--- src/rtl/mux_layer3_rr.sv ---
// mux_layer3_rr: 4-lane round-robin serializer with single-entry per-lane buffers and a sticky overflow flag.
module mux_layer3_rr #(
  parameter int DATA_WIDTH = 4
) (
  input  logic                  clk,
  input  logic                  reset,
  input  logic [DATA_WIDTH-1:0] data_in00,
  input  logic [DATA_WIDTH-1:0] data_in01,
  input  logic [DATA_WIDTH-1:0] data_in10,
  input  logic [DATA_WIDTH-1:0] data_in11,
  input  logic [3:0]            valid_in,
  output logic [3:0]            ready_out,
  output logic [DATA_WIDTH-1:0] data_out,
  output logic                  valid_out,
  output logic                  overflow
);
  logic [DATA_WIDTH-1:0] r_buf [4];
  logic [DATA_WIDTH-1:0] w_din [4];
  logic [3:0]            r_full;
  logic [1:0]            r_ptr;
  logic [DATA_WIDTH-1:0] r_data_out;
  logic                  r_valid_out;
  logic                  r_overflow;
  logic                  w_gnt_vld;
  logic [1:0]            w_gnt;
  assign w_din[0]  = data_in00;
  assign w_din[1]  = data_in01;
  assign w_din[2]  = data_in10;
  assign w_din[3]  = data_in11;
  assign ready_out = ~r_full;
  assign data_out  = r_data_out;
  assign valid_out = r_valid_out;
  assign overflow  = r_overflow;
  // Scan from the farthest lane back to ptr so the lane closest to ptr wins.
  always_comb begin
    w_gnt_vld = 1'b0;
    w_gnt     = 2'd0;
    for (int k = 3; k >= 0; k--) begin
      if (r_full[r_ptr + 2'(k)]) begin
        w_gnt_vld = 1'b1;
        w_gnt     = r_ptr + 2'(k);
      end
    end
  end
  // A full lane cannot accept, so accept and drain never hit the same lane at one edge.
  always_ff @(posedge clk or posedge reset) begin
    if (reset) begin
      for (int i = 0; i < 4; i++) r_buf[i] <= '0;
      r_full      <= 4'b0000;
      r_ptr       <= 2'd0;
      r_data_out  <= '0;
      r_valid_out <= 1'b0;
      r_overflow  <= 1'b0;
    end else begin
      for (int i = 0; i < 4; i++) begin
        if (valid_in[i] && !r_full[i]) begin
          r_buf[i]  <= w_din[i];
          r_full[i] <= 1'b1;
        end
      end
      if (w_gnt_vld) begin
        r_full[w_gnt] <= 1'b0;
        r_data_out    <= r_buf[w_gnt];
        r_ptr         <= w_gnt + 2'd1;
      end
      r_valid_out <= w_gnt_vld;
      if (|(valid_in & r_full)) r_overflow <= 1'b1;
    end
  end
endmodule

--- config.mk ---
export PLATFORM = sky130hd
export DESIGN_NAME = mux_layer3_rr
export DESIGN_NICKNAME = d
export VERILOG_FILES = /design/src/rtl/mux_layer3_rr.sv
export SDC_FILE = /design/constraint.sdc
export NUM_CORES = 1
export LEC_CHECK = 0
export CORE_ASPECT_RATIO = 0.8
export CORE_MARGIN = 2
export CORE_UTILIZATION = 45
export CTS_CLUSTER_SIZE = 8
export DETAILED_ROUTE_END_ITERATION = 6
export GPL_TIMING_DRIVEN = 0
export PLACE_DENSITY = 0.73
export SLEW_MARGIN = 20
export SYNTH_ARGS = -nofsm -noshare
export SYNTH_HDL_FRONTEND = slang
export SYNTH_SLANG_ARGS = --single-unit
--- constraint.sdc ---
create_clock -name clk -period 4.35 [get_ports clk]
set_input_delay 1.305 -clock clk [delete_from_list [all_inputs] [get_ports clk]]
set_output_delay 1.305 -clock clk [all_outputs]
set_load 0.02 [all_outputs]
==> flow_summary_export.csv <==
group,metric,value,unit
cts,clkSinkCount,28,
worst_setup_path,cp.buffers_inverters,3,
grt,grt_max_degree,29,
finish,fillers,254,
detailed_routing,dr.pass1.iters,4,
logic_synthesis,synth_fp_nets,133,
sta,slew_violations,0,
sta,max_freq,0.361,GHz
pwr,share_comb_of_total_power,56.0,%
worst_setup_path,worstPathRequired,3.04,ns
detailed_routing,drt-initial-drc-count,58,
grt,grtUsageTotal,16.8,%
finish,final_area,1810,um^2
worst_setup_path,path_delay_family,"buffers and inverters",
pwr,p_sw_share,38.2,%
logic_synthesis,seq_area_frac_synth,50.1,%
logic_synthesis,ys.warnings.count,0,
finish,antennaDiodeCount,0,
logic_synthesis,syn_area,1400,um^2
cts,clk_pin_slew,0.09,ns
worst_setup_path,worst_setup_path_start_kind,"register",
cts,htree_levels,1,
finish,final_common_cell,"clkdlybuf4s50_1",
worst_setup_path,crit_fanout,9,
floorplanning,pin_count,32,
cts,ctsResizeCount,0,
place,port_buffers,31,
worst_setup_path,cp_data_arrival_time,1.46,ns
pwr,seq_power_share,33.0,%
place,gp_congestion,0.766,
sta,relSlewSlack,62.3,%
cts,cts_setup_buffers,0,
logic_synthesis,post_synth.cell_area_avg,12.6,um^2
cts,cts_root_buffer,"clkbuf_8",
worst_setup_path,critPathSlowestCell,"clkdlybuf4s50_1",
place,hpwl,2090,um
detailed_routing,wirelength,2690,um
place,placed_cell_area,1760,um^2
sta,finalHoldViolations,0,
floorplanning,rows,18,
flow_run,max_cap_viol_count,0,
worst_setup_path,crit_chain,"buf_6 > inv_1 > clkdlybuf4s50_1",
sta,clock_skew,0.00644,ns
sta,rsz0062_at_grt,"no",
detailed_routing,viasPerCell,5.28,
cts,cts_buffer_depth,2,
floorplanning,dieArea,3570,um^2
pwr,leakagePower,0.747,nW
finish,area_growth,29.7,%
finish,drive_gt1_share,26.0,%
cts,cts.hold.buffers_added,0,
grt,grt_pass1_vias,907,
pwr,p_clk_share,11.1,%
grt,grt_first_pass_wirelength,4370,um
pwr,ir_worst_vdd,0.386,mV
detailed_routing,drc,0,
cts,cts_tree,"yes",
finish,layout_common_cells,"31 x clkdlybuf4s50_1, 28 x dfrtp_1, 16 x mux2_2",
sta,setup_viol,0,
detailed_routing,ant_nets,0,
sta,fin_crit,2.77,ns
floorplanning,die_x,66.3,um
pwr,power.total,1.42,mW
pwr,power_per_cell_area,782,nW/um^2
sta,worst_pin_slew,0.565,ns
pwr,internal-power,0.876,mW
floorplanning,start_util,46.4,%
detailed_routing,avgRoutedWirePerCell,14.5,um
cts,numCtsBuffers,3,
worst_setup_path,max_stage_delay,0.60,ns
sta,setup_slack,1.58,ns
logic_synthesis,synth_seq_cells,28,
grt,grt_overflow,0,
place,dp_slack,1.61,ns
min_path,hold_class,"register to register",
grt,antenna_found_initial,0,
floorplanning,core,3020,um^2
worst_setup_path,crit_type,"register to output port",
finish,fin_util,60.1,%
status,outcome,"finished clean",
finish,finalNetCount,169,
sta,finalCritPeriodShare,63.7,%
pwr,switchingPower,0.542,mW
logic_synthesis,synth_cell_types,32,
floorplanning,die_y,53.9,um
logic_synthesis,syn-instance-count,111,
detailed_routing,vias,982,
cts,clock_insertion_delay_worst_skew,0.27,ns
sta,finalSetupTns,0,ns
worst_setup_path,endpoint_kind,"output port",
[power groups by stage]
stage / sequential (mW) / combinational (mW) / clock (mW)
detailed placement: 0.475 / 0.801 / 0
global placement: 0.471 / 0.784 / 0
global route: 0.484 / 0.860 / 0.174
CTS: 0.470 / 0.802 / 0.163
floorplan: 0.478 / 0.580 / 0
finish: 0.468 / 0.794 / 0.157
[metal layers]
metal	up-vias	routed length [um]	track usage [%]
li1	473	-	-
met1	482	1260	22.9
met2	25	1270	26.5
met3	2	139	4.60
met4	0	26	5.10
met5	-	0	0
[cells by family (layout without fill, tap and decap cells)]
logic type                count (synthesis)  count (layout)  synth area share (%)
muxes                                    20              20                  15.7
buffers and inverters                    10              45                  5.01
AOI/OAI and AO/OA                        24              24                  14.0
and+or+nand+nor                          28              28                  14.5
DFF                                      28              28                  50.1
xor gates and xnor gates                  1               1                 0.626
[final cells by class]
cell class	instances	area [um^2]	share of cell area (%)
Multi-Input combinational cell	73	628	34.6
Inverter	6	25.0	1.38
Tap cell	40	50.0	2.76
Buffer	4	45.0	2.48
Clock buffer	4	55.1	3.03
Sequential cell	28	701	38.6
Timing Repair Buffer	31	310	17.1
[tightest hold or removal path, stage by stage, from the launching register on]
cell	delay, ns
dfrtp_1	0.35
a21oi_1	0.04
nand2_1	0.06
[registers in the layout, summed over array words and instances, names as in the netlist]
name       cells
r_ptr          2
overflow       1
data_out       4
valid_out      1
r_buf         16
r_full         4
[synthesized netlist by cell type (all sizes together)]
master    n  area share [%]
a2111oi   1             2.0
a211oi    4             2.1
a21boi    1            0.54
a21oi     4             1.4
a221oi    4             2.5
a222oi    1            0.72
a31oi     1            0.45
and2b     3             2.0
and4bb    1            0.89
buf       4             3.2
dfrtp    28              50
inv       6             1.8
mux2     16              13
mux2i     4             2.9
nand2     5             1.3
nand3     1            0.36
nor2      8             3.8
nor2b     8             4.1
nor4      1             1.5
o2111ai   1            0.63
o21a      1            0.54
o21ai     3             1.1
o22a      2             1.3
o31a      1            0.72
or2       1            0.45
xnor2     1            0.63
[per-stage QoR]
| step | instances | hold WS (ns) |
|---|---|---|
| 2_1_floorplan | 111 | 0.473 |
| 3_3_place_gp | 182 | 0.458 |
| 3_5_place_dp | 182 | 0.470 |
| 4_1_cts | 186 | 0.498 |
| 5_1_grt | 186 | 0.523 |
| 6_report | 186 | 0.487 |
[path summary, 6_finish.rpt]
check                          start            to  slack (ns)  cells after the start
max                        r_full[0]  ready_out[0]        1.58                      3
min                         overflow      overflow        0.49                      2
max reg2reg                r_full[0]   data_out[3]        2.61                      6
min reg2reg                 overflow      overflow        0.49                      2
max in group asynchronous      reset      overflow        2.58                      2
min in group asynchronous      reset     r_buf[15]        1.40                      2
Note: power is estimated with default switching activity, not from simulation.
